--- config.mk ---
export PLATFORM = sky130hd
export DESIGN_NAME = ct_mat_mem_resp_unit
export DESIGN_NICKNAME = d
export VERILOG_FILES = /design/src/rtl/ct_mat_pkg.sv /design/src/rtl/ct_mat_addr_gen.sv /design/src/rtl/ct_mat_mem_resp_unit.sv
export SDC_FILE = /design/constraint.sdc
export NUM_CORES = 1
export LEC_CHECK = 0
export CAP_MARGIN = 20
export CORE_AREA = 2 2 178 180
export CTS_BUF_LIST = sky130_fd_sc_hd__clkbuf_8
export DETAILED_ROUTE_END_ITERATION = 10
export DIE_AREA = 0 0 180 182
export PLACE_DENSITY = 0.78
export SLEW_MARGIN = 0
export SYNTH_ARGS = -nofsm -noshare
export SYNTH_HDL_FRONTEND = slang
export SYNTH_SLANG_ARGS = --single-unit
--- constraint.sdc ---
create_clock -name forever_cpuclk -period 3.58 [get_ports forever_cpuclk]
set_input_delay 0.358 -clock forever_cpuclk [delete_from_list [all_inputs] [get_ports forever_cpuclk]]
set_output_delay 0.358 -clock forever_cpuclk [all_outputs]
set_load 0.05 [all_outputs]
--- src/rtl/ct_mat_pkg.sv ---
// Shared types and constants for the matrix memory response unit.
package ct_mat_pkg;

   // Controller states, also exported on the debug port of the top.
   typedef enum logic [2:0] {
      ST_IDLE  = 3'd0,
      ST_ISSUE = 3'd1,
      ST_WAIT  = 3'd2,
      ST_DONE  = 3'd3,
      ST_FLUSH = 3'd4
   } mat_state_e;

   localparam logic [1:0] MAT_LSU_LOAD  = 2'b01;
   localparam logic [1:0] MAT_LSU_STORE = 2'b10;

   // Matrix access descriptor as presented by the LSU.
   typedef struct packed {
      logic [6:0]  iid;
      logic [1:0]  typ;
      logic [2:0]  mreg;
      logic [63:0] base;
      logic [7:0]  rows;
      logic [63:0] stride;
      logic [15:0] row_bytes;
      logic        nf_vld;
      logic [2:0]  nf;
   } mat_desc_t;

   // Only loads and stores generate memory traffic.
   function automatic logic is_mem_type(input logic [1:0] t);
      return (t == MAT_LSU_LOAD) || (t == MAT_LSU_STORE);
   endfunction

endpackage

--- src/rtl/ct_mat_addr_gen.sv ---
// Row/column walker: turns a latched descriptor into a sequence of beats.
// Beat fields are pure functions of registers, so they hold still until
// the controller pulses advance_i on a handshake.
module ct_mat_addr_gen
   import ct_mat_pkg::*;
#(
   parameter int BEAT_BYTES = 64
) (
   input  logic        clk_i,
   input  logic        rst_i,
   input  logic        load_i,
   input  logic        advance_i,
   input  logic [63:0] base_i,
   input  logic [63:0] stride_i,
   input  logic [15:0] row_bytes_i,
   input  logic [7:0]  rows_i,
   input  logic        nf_vld_i,
   input  logic [2:0]  nf_i,
   output logic [63:0] addr_o,
   output logic [6:0]  bytes_o,
   output logic [10:0] row_o,
   output logic [15:0] col_o,
   output logic        last_beat_o,
   output logic        last_row_o
);

   localparam logic [15:0] BEAT_W16 = 16'(BEAT_BYTES);
   localparam logic [6:0]  BEAT_W7  = 7'(BEAT_BYTES);

   logic [63:0] row_addr_q;
   logic [63:0] stride_q;
   logic [15:0] row_bytes_q;
   logic [15:0] col_q;
   logic [10:0] row_q;
   logic [10:0] total_rows_q;
   logic [15:0] remain;
   logic [10:0] total_rows_d;
   logic [63:0] stride_d;

   // Whole-register mode walks rows*(nf+1) rows back to back.
   always_comb begin
      total_rows_d = {3'd0, rows_i};
      stride_d     = stride_i;
      if (nf_vld_i) begin
         total_rows_d = {3'd0, rows_i} * ({8'd0, nf_i} + 11'd1);
         stride_d     = {48'd0, row_bytes_i};
      end
   end

   assign remain      = row_bytes_q - col_q;
   assign addr_o      = row_addr_q + {48'd0, col_q};
   assign bytes_o     = (remain >= BEAT_W16) ? BEAT_W7 : remain[6:0];
   assign row_o       = row_q;
   assign col_o       = col_q;
   assign last_beat_o = (remain <= BEAT_W16);
   assign last_row_o  = (row_q == (total_rows_q - 11'd1));

   // Latch on load, then step column, wrapping to the next row on its last beat.
   always_ff @(posedge clk_i) begin
      if (rst_i) begin
         row_addr_q   <= '0;
         stride_q     <= '0;
         row_bytes_q  <= '0;
         col_q        <= '0;
         row_q        <= '0;
         total_rows_q <= '0;
      end else if (load_i) begin
         row_addr_q   <= base_i;
         stride_q     <= stride_d;
         row_bytes_q  <= row_bytes_i;
         col_q        <= '0;
         row_q        <= '0;
         total_rows_q <= total_rows_d;
      end else if (advance_i) begin
         if (last_beat_o) begin
            col_q      <= '0;
            row_q      <= row_q + 11'd1;
            row_addr_q <= row_addr_q + stride_q;
         end else begin
            col_q <= col_q + BEAT_W16;
         end
      end
   end

endmodule

--- src/rtl/ct_mat_mem_resp_unit.sv ---
// Matrix load/store responder: one descriptor at a time, beats issued on a
// single memory port, one completion per descriptor, silent abort on flush.
// Handshakes: a transfer happens on a clock edge where valid and ready are
// both high; a raised valid and its payload stay unchanged until accepted,
// except that a flush withdraws mem_req_vld and cancels the beat in flight.
module ct_mat_mem_resp_unit
   import ct_mat_pkg::*;
#(
   parameter int BEAT_BYTES = 64,
   parameter int MAX_OUTST  = 8
) (
   input  logic        forever_cpuclk,
   input  logic        cpurst,
   input  logic        rtu_yy_xx_flush,
   input  logic        req_vld,
   output logic        req_rdy,
   input  logic [6:0]  req_iid,
   input  logic [1:0]  req_type,
   input  logic [2:0]  req_mreg,
   input  logic [63:0] req_base,
   input  logic [7:0]  req_rows,
   input  logic [63:0] req_stride,
   input  logic [15:0] req_row_bytes,
   input  logic        req_nf_vld,
   input  logic [2:0]  req_nf,
   output logic        mem_req_vld,
   input  logic        mem_req_rdy,
   output logic [63:0] mem_req_addr,
   output logic [6:0]  mem_req_bytes,
   output logic        mem_req_wr,
   output logic [2:0]  mem_req_mreg,
   output logic [10:0] mem_req_row,
   output logic [15:0] mem_req_col,
   input  logic        mem_resp_vld,
   output logic        done_vld,
   output logic [6:0]  done_iid,
   output mat_state_e  dbg_state_o
);

   localparam logic [3:0] OUTST_MAX = 4'(MAX_OUTST);

   mat_state_e state_q;
   mat_desc_t  req_desc;
   logic       req_rdy_q, mem_req_vld_q, done_vld_q;
   logic [6:0] iid_q, done_iid_q;
   logic       wr_q;
   logic [2:0] mreg_q;
   logic [3:0] outst_q, outst_d;
   logic       accept, degenerate, beat_hs, resp_eff, last_beat, last_row;

   assign req_desc = '{iid: req_iid, typ: req_type, mreg: req_mreg, base: req_base,
                       rows: req_rows, stride: req_stride, row_bytes: req_row_bytes,
                       nf_vld: req_nf_vld, nf: req_nf};

   assign accept     = (state_q == ST_IDLE) && req_rdy_q && req_vld && !rtu_yy_xx_flush;
   assign degenerate = (req_desc.rows == 8'd0) || (req_desc.row_bytes == 16'd0) ||
                       !is_mem_type(req_desc.typ);
   // A flush cancels the beat presented in the same cycle.
   assign beat_hs    = mem_req_vld_q && mem_req_rdy && !rtu_yy_xx_flush;
   // Stray responses with nothing outstanding are dropped.
   assign resp_eff   = mem_resp_vld && (outst_q != 4'd0);

   ct_mat_addr_gen #(.BEAT_BYTES(BEAT_BYTES)) u_addr_gen (
      .clk_i       (forever_cpuclk),
      .rst_i       (cpurst),
      .load_i      (accept && !degenerate),
      .advance_i   (beat_hs),
      .base_i      (req_desc.base),
      .stride_i    (req_desc.stride),
      .row_bytes_i (req_desc.row_bytes),
      .rows_i      (req_desc.rows),
      .nf_vld_i    (req_desc.nf_vld),
      .nf_i        (req_desc.nf),
      .addr_o      (mem_req_addr),
      .bytes_o     (mem_req_bytes),
      .row_o       (mem_req_row),
      .col_o       (mem_req_col),
      .last_beat_o (last_beat),
      .last_row_o  (last_row)
   );

   // Outstanding beats: +1 per issued beat, -1 per response, net zero if both.
   always_comb begin
      outst_d = outst_q;
      if (beat_hs && !resp_eff) outst_d = outst_q + 4'd1;
      else if (!beat_hs && resp_eff) outst_d = outst_q - 4'd1;
   end

   // Controller FSM with registered handshake and completion outputs.
   always_ff @(posedge forever_cpuclk) begin
      if (cpurst) begin
         state_q       <= ST_IDLE;
         req_rdy_q     <= 1'b1;
         mem_req_vld_q <= 1'b0;
         done_vld_q    <= 1'b0;
         done_iid_q    <= '0;
         iid_q         <= '0;
         wr_q          <= 1'b0;
         mreg_q        <= '0;
         outst_q       <= '0;
      end else begin
         outst_q    <= outst_d;
         done_vld_q <= 1'b0;
         case (state_q)
            ST_IDLE: begin
               if (accept) begin
                  iid_q     <= req_desc.iid;
                  wr_q      <= (req_desc.typ == MAT_LSU_STORE);
                  mreg_q    <= req_desc.mreg;
                  req_rdy_q <= 1'b0;
                  if (degenerate) begin
                     state_q    <= ST_DONE;
                     done_vld_q <= 1'b1;
                     done_iid_q <= req_desc.iid;
                  end else begin
                     state_q       <= ST_ISSUE;
                     mem_req_vld_q <= 1'b1;
                  end
               end
            end
            ST_ISSUE: begin
               if (rtu_yy_xx_flush) begin
                  mem_req_vld_q <= 1'b0;
                  state_q       <= (outst_d != 4'd0) ? ST_FLUSH : ST_IDLE;
                  req_rdy_q     <= (outst_d == 4'd0);
               end else if (beat_hs && last_beat && last_row) begin
                  mem_req_vld_q <= 1'b0;
                  state_q       <= ST_WAIT;
               end else begin
                  mem_req_vld_q <= (outst_d != OUTST_MAX);
               end
            end
            ST_WAIT: begin
               if (rtu_yy_xx_flush) begin
                  state_q   <= (outst_d != 4'd0) ? ST_FLUSH : ST_IDLE;
                  req_rdy_q <= (outst_d == 4'd0);
               end else if (outst_d == 4'd0) begin
                  state_q    <= ST_DONE;
                  done_vld_q <= 1'b1;
                  done_iid_q <= iid_q;
               end
            end
            ST_DONE: begin
               state_q   <= ST_IDLE;
               req_rdy_q <= 1'b1;
            end
            ST_FLUSH: begin
               if (outst_d == 4'd0) begin
                  state_q   <= ST_IDLE;
                  req_rdy_q <= 1'b1;
               end
            end
            default: begin
               state_q       <= ST_IDLE;
               req_rdy_q     <= 1'b1;
               mem_req_vld_q <= 1'b0;
            end
         endcase
      end
   end

   assign req_rdy      = req_rdy_q;
   assign mem_req_vld  = mem_req_vld_q;
   assign mem_req_wr   = wr_q;
   assign mem_req_mreg = mreg_q;
   // A flush coinciding with the completion pulse suppresses it.
   assign done_vld     = done_vld_q && !rtu_yy_xx_flush;
   assign done_iid     = done_iid_q;
   assign dbg_state_o  = state_q;

endmodule
==> flow_summary.ini, run 1 <==
[status]
outcome = finished with violations
failed_checks = negative setup slack

[timing]
slew-limit-headroom_pct = 43.5
finalSetupViolCount = 20
tightest_slew_ns = 0.848
max_clock_freq_ghz = 0.267
whs_ns = 0.337
setup_ws_ns = -0.162
finalCritPeriodShare_pct = 105
finClkSkew_ns = 0.0129
finalHoldViolations = 0
grt_setup_unrepaired = yes
slew_violations = 0
tns_ns = -1.02
fin_crit_ns = 3.74

[critical_path]
criticalPathCategory = flop to output port
required_ns = 3.22
r2r_end = u_addr_gen.row_addr_q[40]
reg2reg_from = u_addr_gen.row_addr_q[0]
path_max_fanout = 6
start_kind = flop
worstPathArrival_ns = 3.38
endpoint_kind = output port
worstSetupStartpoint = u_addr_gen.row_addr_q[36]
regToRegSetupSlack_ns = 0.15
crit_end = mem_req_addr[63]
rr_worst_depth = 14

[cells_and_area]
design_area_um2 = 20600
drive_gt1_share_pct = 15.7
syn_to_final_growth_pct = 39.0
n_antenna_cell = 0
finalNetCount = 2500

[yosys]
synth_most_common_cell = nand2_1
seq_area_frac_synth_pct = 27.5
syn_inst = 1883
netlist_top_cells_area = dfxtp_1, ha_1, nand2_1, xnor2_1, a21oi_1
yosysTopAreaCell = dfxtp_1
ys_types = 86
synth_common_cells = nand2_1, dfxtp_1, nor2_1, a21oi_1, ha_1
async_flop_share_pct = 0
avgSynthCellArea_um2 = 7.88
synth_top_area_share_pct = 27.5
syn_area_um2 = 14800
synth_edf_count = 0
ys_warn_count = 0
ys.flop_type = dfxtp_1
yosys_register_bits = 204

[clock_tree]
cts.sinks = 204
clk_latency_ns = 0.53
cts_hold_buf = 0
ctsHtreeMaxLevel = 2
cts_made_buffers = 37
cts_buffer_depth = 3
root_buffer = clkbuf_8
cts_tree = built
path_clk_slew_ns = 0.07

[floorplan]
start_util_pct = 47.9
rows = 65
ios = 289
die_area_um2 = 32800
coreArea_um2 = 31000
die_y_um = 182
die_w_um = 180

[power]
power.density_nw_per_um2 = 428
p_leak_nw = 8.74
ir_drop_mv = 0.394
power_mw = 8.82

[global_route]
grt_usage_pct = 29.3
grt-ovfl-total = 0
antenna_found_initial = 2
grt_max_degree = 60
grt_pass1_vias = 15400
grt_pass1_wl_um = 79200

[min_path]
min_path_type = primary input to flop
holdCritStartpoint = req_nf[0]
whs_path_depth = 5

[detailed_routing]
wl_um = 49600
wl_per_cell_um = 18.8
dr.first_iter.drc_count = 1127
dr_total_vias = 15500
viasPerCell = 5.87
postRouteAntennaNets = 0
drc_errors = 0
firstDrtPassIters = 5

[placed_design]
placed_area_um2 = 19300
io_buffers = 282
hpwl_um = 36400
place.gp.congestion = 0.957

[job]
max_cap_violations = 0
## power breakdown
group | total, mW | internal, mW | switching (mW)
Sequential | 2.88 | 2.53 | 0.344
Combinational | 3.77 | 1.68 | 2.10
Clock | 2.17 | 1.16 | 1.01
## per-stage QoR
stage	util [%]	std cells	worst slack (ns)
finish	66.6	2633	-0.162
floorplan	-	1889	-0.0562
global route	66.6	2633	-0.280
CTS	65.8	2631	-0.163
detailed placement	62.4	2554	-0.614
global placement	62.4	2553	-0.545
## layer usage
layer  up-vias  wire length (um)  share of wire, %  track usage (%)
met2       612             23500                47             50.6
met5         -                27             0.054                0
met1      7327             20800                42             36.4
met4         4              1700               3.4             10.7
li1       7390                 -                 -                -
met3       130              3460               7.0             5.54
## worst max-delay path, stage by stage (launching register included)
cell and delay (ns):
dfxtp_1 0.50, and3_1 0.27, and3_1 0.24, nand3_1 0.14
nor2_1 0.17, and3_1 0.21, and3_1 0.25, and3_4 0.24
and3_4 0.22, nand4_1 0.21, xnor2_4 0.24, buf_12 0.16
## final cells by class
class,instances,area (um^2)
inverters,59,231
clock inverters,19,108
clock buffers,43,592
fillers,2528,10400
flip-flops and latches,204,4090
repair buffers,395,4320
multi-input cells,1511,10800
well taps,402,503
## cells in the final DEF (no fill, tap or decap), types with 48 or more instances in the layout
cell / count
nand2_1: 243
clkdlybuf4s50_1: 220
dfxtp_1: 199
nor2_1: 163
a21oi_1: 137
buf_4: 102
ha_1: 96
xnor2_1: 81
o21ai_0: 75
inv_1: 68
buf_12: 61
a211oi_1: 57
a22o_1: 48
## timing repair
| action | CTS | global route |
|---|---|---|
| gates resized for setup | 53 | 45 |
| setup buffers | 15 | 3 |
| setup endpoints to repair | 56 | 66 |
| pin swaps | 27 | 15 |
| gates cloned | 0 | 0 |
## state kept, by name, summed over array words and instances, names as in the netlist, 3 cells and up
signal                   count
u_addr_gen.row_o            11
done_iid                     7
dbg_state_o                  3
mem_req_mreg                 3
u_addr_gen.row_addr_q       64
iid_q                        7
u_addr_gen.col_o            10
outst_q                      4
u_addr_gen.stride_q         64
u_addr_gen.total_rows_q     11
u_addr_gen.row_bytes_q      16
## how the worst min path moves through the flow
stage,endpoint
5_1_grt,u_addr_gen.row_addr_q[26]
2_1_floorplan,iid_q[0]
4_1_cts,u_addr_gen.row_addr_q[9]
3_3_place_gp,iid_q[6]
3_5_place_dp,u_addr_gen.row_bytes_q[1]
6_report,u_addr_gen.total_rows_q[0]
## cell families after synthesis
kind of cell	share of synthesized area [%]
buffers and inverters	4.75
DFF	27.5
and+or+nand+nor	20.7
other	0.0506
AOI/OAI and AO/OA	24.6
adders and majority gates	10.7
xor gates and xnor gates	9.50
muxes	2.23
(Power assumes the default switching activity.)
==> inputs of run 2 (changes only) <==
- CORE_AREA: 2 2 178 180 -> 4 4 180 182
- DIE_AREA: 0 0 180 182 -> 0 0 184 186
- SLEW_MARGIN: 0 -> 20
==> run 2 against run 1 <==
Effect of this change:
- the flow still finishes with violations (negative setup slack)
- critical endpoint is now mem_req_addr[59]
- routed wire length is essentially flat
- count of clock-buffer cells in the layout grew 5
- die area grew 4.5%
- largest power group unchanged
==> flow_summary.ini, run 2 (same netlist as run 1, synthesis figures left out) <==
[power]
power.share.sequential_pct = 32.1
netSwitchingFraction_pct = 38.1
p_leak_nw = 8.90
power.density_nw_per_um2 = 433
internal-power_mw = 5.58
p_clk_share_pct = 25.9
ir_drop_mv = 0.350
switching_power_mw = 3.43
power_mw = 9.01
p_comb_share_pct = 42.0

[clock_tree]
cts_made_buffers = 37
path_clk_slew_ns = 0.06
cts.sinks = 204
ctsHtreeMaxLevel = 2
cts_hold_buf = 0
clk_latency_ns = 0.52
cts_buffer_depth = 3
root_buffer = clkbuf_8
cts_tree = built

[placed_design]
hpwl_um = 37000
dp_slack_ns = -0.586
place.gp.congestion = 0.903
dp_cells = 2544
placed_area_um2 = 19300
io_buffers = 282

[detailed_routing]
wl_met1_um = 20800
wl_per_cell_um = 18.8
drc_errors = 0
wl_met3_um = 3680
routed-wl-met2_um = 23900
dr.first_iter.drc_count = 1367
wl_um = 49500
firstDrtPassIters = 5
postRouteAntennaNets = 0
viasPerCell = 5.87
dr.max_layer_used = met5
dr_total_vias = 15400

[min_path]
hold_end = mem_req_mreg[2]
min_path_type = primary input to flop
holdCritStartpoint = req_mreg[2]
whs_path_depth = 3

[timing]
tns_ns = -0.710
fin_crit_ns = 3.73
finalSetupViolCount = 11
max_clock_freq_ghz = 0.268
finClkSkew_ns = 0.0190
slew_violations = 0
setup_ws_ns = -0.154
finalHoldViolations = 0
slew-limit-headroom_pct = 31.7
finalCritPeriodShare_pct = 104
grt_setup_unrepaired = yes
whs_ns = 0.405
tightest_slew_ns = 1.02

[floorplan]
start_util_pct = 48.5
ios = 289
rows = 64
die_w_um = 184
die_y_um = 186
coreArea_um2 = 30600
die_area_um2 = 34200

[global_route]
grt-ovfl-total = 0
grt_pass1_vias = 15000
grt_max_degree = 75
grt_pass1_wl_um = 77100
grt_usage_pct = 27.1
antenna_found_initial = 1

[cells_and_area]
syn_to_final_growth_pct = 40.3
drive_gt1_share_pct = 16.8
n_antenna_cell = 0
final_util_pct = 68.1
multi_input_area_um2 = 10900
seq_area_um2 = 4100
mostFrequentLayoutCell = nand2_1
fillers = 2418
stdcell_count = 2631
finalNetCount = 2503
final_cell_mix = nand2_1, clkdlybuf4s50_1, dfxtp_1, nor2_1, a21oi_1
reg.largest.list = u_addr_gen.row_addr_q (64), u_addr_gen.stride_q (64), u_addr_gen.row_bytes_q (16)
design_area_um2 = 20800

[critical_path]
rr_worst_depth = 15
reg2reg_from = u_addr_gen.col_o[9]
regToRegSetupSlack_ns = 0.12
criticalPathCategory = flop to output port
critPathSlowestCell = dfxtp_2
worstPathArrival_ns = 3.38
r2r_end = dbg_state_o[1]
crit_top_cell = and3_1
start_kind = flop
path_max_fanout = 5
required_ns = 3.22
endpoint_kind = output port
path_cells = and3_1 -> and3_2 -> nand3_1 -> nor2_1 -> and3_1 -> and3_1 -> and3_4 -> buf_4 -> nand4_1 -> or2_4 -> xnor2_4 -> buf_12
crit_path_max_incr_delay_ns = 0.42

[status]
outcome = finished with violations
failed_checks = negative setup slack

[job]
max_cap_violations = 0
[run 2: worst max-delay path: cells and delay by family, from the launching register on]
family	cells	cell delay [ns]
XOR/XNOR	1	0.15
buffers and inverters	2	0.27
flip-flops	1	0.42
AND/OR/NAND/NOR	9	2.00
[run 2: worst max-delay path by stage]
| stage | depth (start not counted) | startpoint | end | slack (ns) |
|---|---|---|---|---|
| finish | 12 | u_addr_gen.row_addr_q[37] | mem_req_addr[59] | -0.15 |
| global route | 12 | u_addr_gen.row_addr_q[37] | mem_req_addr[59] | -0.24 |
| CTS | 14 | u_addr_gen.row_addr_q[7] | mem_req_addr[63] | -0.08 |
| detailed placement | 19 | req_nf[0] | u_addr_gen.total_rows_q[10] | -0.59 |
| global placement | 19 | req_nf[0] | u_addr_gen.total_rows_q[10] | -0.53 |
| floorplan | 12 | u_addr_gen.col_o[6] | mem_req_bytes[2] | -0.06 |
[run 2: repair_timing]
item | 4_1_cts | 5_1_grt
buffers inserted | 11 | 13
gates resized for setup | 48 | 80
pin swaps | 32 | 40
setup endpoints to repair | 47 | 62
[run 2: power groups by stage]
| stage | clock network (mW) | registers (mW) | logic, mW |
|---|---|---|---|
| 2_1_floorplan | 0 | 2.95 | 2.22 |
| 3_3_place_gp | 0 | 2.89 | 3.52 |
| 3_5_place_dp | 0 | 2.90 | 3.59 |
| 4_1_cts | 2.37 | 2.86 | 3.68 |
| 5_1_grt | 2.47 | 2.92 | 4.09 |
| 6_report | 2.33 | 2.89 | 3.79 |
[run 2: routing by layer]
layer	global-route usage (%)	vias up
li1	-	7401
met4	7.60	2
met1	34.7	7327
met3	5.35	106
met5	0	-
met2	46.7	608
[run 2: layout make-up]
| class | count | share of cell area, % |
|---|---|---|
| clock buffer | 48 | 3.17 |
| clock inverter | 15 | 0.571 |
| inverter | 59 | 1.12 |
| multi-input combinational | 1511 | 52.1 |
| sequential | 204 | 19.7 |
| tap | 396 | 2.38 |
| timing repair buffer | 398 | 20.9 |
==> inputs of run 3 (changes only) <==
- CORE_AREA: 4 4 180 182 -> 4 4 209 211
- CTS_CLUSTER_SIZE: not set -> 40
- DIE_AREA: 0 0 184 186 -> 0 0 213 215
- PLACE_DENSITY: 0.78 -> not set
==> run 3 against run 2 <==
Effect of this change:
- the flow still finishes with violations (negative setup slack)
- die area increased by 34%
- register-to-register slack improved by 0.03 ns
- combinational power about the same
- sequential share of layout area is 0.24 points lower
- cell area is 1.1% higher
==> flow_summary.ini, run 3 (same netlist as run 1, synthesis figures left out) <==
[status]
outcome = finished with violations
failed_checks = negative setup slack

[cells_and_area]
reg.largest.list = u_addr_gen.row_addr_q (64), u_addr_gen.stride_q (64), u_addr_gen.row_bytes_q (16)
syn_to_final_growth_pct = 41.8
seq_area_um2 = 4090
final_cell_mix = nand2_1, clkdlybuf4s50_1, dfxtp_1, nor2_1, a21oi_1
mostFrequentLayoutCell = nand2_1
finalNetCount = 2514
drive_gt1_share_pct = 17.2
multi_input_area_um2 = 10900
n_antenna_cell = 0
final_util_pct = 50.4
fillers = 3934

[global_route]
grt_pass1_vias = 15100
grt-ovfl-total = 0
antenna_found_initial = 0
grt_usage_pct = 21.5
grt_max_degree = 96
grt_pass1_wl_um = 80700

[power]
power.density_nw_per_um2 = 429
ir_drop_mv = 0.363
p_leak_nw = 8.88
internal-power_mw = 5.54
switching_power_mw = 3.49
power.share.sequential_pct = 31.9
netSwitchingFraction_pct = 38.6
p_comb_share_pct = 42.0
p_clk_share_pct = 26.1

[clock_tree]
cts.sinks = 204
clk_latency_ns = 0.58
cts_made_buffers = 40
cts_tree = built
cts_buffer_depth = 3
path_clk_slew_ns = 0.06
ctsHtreeMaxLevel = 2
root_buffer = clkbuf_8

[detailed_routing]
firstDrtPassIters = 5
drc_errors = 0
postRouteAntennaNets = 0
wl_per_cell_um = 18.5
dr.first_iter.drc_count = 830
viasPerCell = 5.44
dr_total_vias = 15100
wl_um = 51600

[floorplan]
start_util_pct = 35.5
die_y_um = 215
ios = 289
coreArea_um2 = 41800
die_area_um2 = 45800
rows = 75
die_w_um = 213

[timing]
finalSetupViolCount = 39
tightest_slew_ns = 1.12
max_clock_freq_ghz = 0.262
fin_crit_ns = 3.82
finClkSkew_ns = 0.0151
finalCritPeriodShare_pct = 107
finalHoldViolations = 0
slew_violations = 0
slew-limit-headroom_pct = 24.8
setup_ws_ns = -0.242
grt_setup_unrepaired = yes

[critical_path]
reg2reg_from = u_addr_gen.col_o[6]
path_max_fanout = 3
required_ns = 3.22
endpoint_kind = output port
regToRegSetupSlack_ns = 0.15
worstPathArrival_ns = 3.46
rr_worst_depth = 14
criticalPathCategory = flop to output port
r2r_end = u_addr_gen.row_addr_q[30]
start_kind = flop

[placed_design]
place.gp.congestion = 0.915
io_buffers = 282
hpwl_um = 39400
dp_slack_ns = -0.633

[min_path]
holdCritStartpoint = cpurst
whs_path_depth = 2
hold_end = u_addr_gen.total_rows_q[8]
min_path_type = primary input to flop

[job]
max_cap_violations = 0
-- run 3: stage by stage --
step / area, um^2 / power (mW) / hold slack, ns / TNS, ns / std cells
after global placement: 19600 / 6.49 / 0.441 / -7.83 / 2705
after detailed placement: 19600 / 6.55 / 0.446 / -8.08 / 2705
after floorplan: 15100 / 5.16 / 0.436 / -0.100 / 1889
after global routing: 21000 / 9.56 / 0.237 / -10.26 / 2784
after CTS: 20600 / 8.98 / 0.198 / -4.84 / 2774
final: 21000 / 9.03 / 0.257 / -4.36 / 2784
-- run 3: cell type report --
type                    count  area share (%)
clock buffers              49            3.20
multi-input cells        1511            51.7
clock inverters            16           0.476
well taps                 539            3.20
repair buffers            406            20.9
inverters                  59            1.10
flip-flops and latches    204            19.5
-- run 3: repair_timing --
item / 4_1_cts / 5_1_grt
resized for setup: 44 / 75
pin swaps: 13 / 24
hold buffers: 0 / 0
setup buffers: 4 / 10
endpoints found under the setup margin: 57 / 65
-- run 3: power groups by stage --
stage | clock network, mW | logic [mW] | registers [mW]
6_report | 2.36 | 3.79 | 2.88
2_1_floorplan | 0 | 2.22 | 2.95
3_5_place_dp | 0 | 3.64 | 2.90
3_3_place_gp | 0 | 3.60 | 2.89
4_1_cts | 2.42 | 3.70 | 2.86
5_1_grt | 2.53 | 4.11 | 2.92
-- run 3: critical path, stage by stage, from the launching register on --
cell       delay [ns]
dfxtp_2          0.33
ha_4             0.25
a21oi_4          0.16
o21bai_4         0.09
a2111oi_4        0.36
o21ai_2          0.12
and2_4           0.18
o31ai_4          0.28
nor4_4           0.06
buf_6            0.14
and3_4           0.17
and3_4           0.17
nand4_1          0.24
xnor2_4          0.17
buf_12           0.16
-- run 3: how the worst max path moves through the flow --
stage | from | to | slack, ns | depth (start not counted)
3_3_place_gp | req_nf[0] | u_addr_gen.total_rows_q[10] | -0.58 | 19
2_1_floorplan | u_addr_gen.col_o[6] | mem_req_bytes[2] | -0.06 | 12
4_1_cts | u_addr_gen.row_addr_q[7] | mem_req_addr[63] | -0.28 | 14
5_1_grt | u_addr_gen.row_addr_q[31] | mem_req_addr[59] | -0.38 | 12
3_5_place_dp | req_nf[0] | u_addr_gen.total_rows_q[10] | -0.63 | 19
6_report | u_addr_gen.row_addr_q[7] | mem_req_addr[63] | -0.24 | 14
-- run 3: layer usage --
metal / GRT usage [%] / share of wire [%]
met1: 28.9 / 45
met5: 0 / 0
met3: 4.23 / 6.7
met2: 35.6 / 47
met4: 5.05 / 1.8
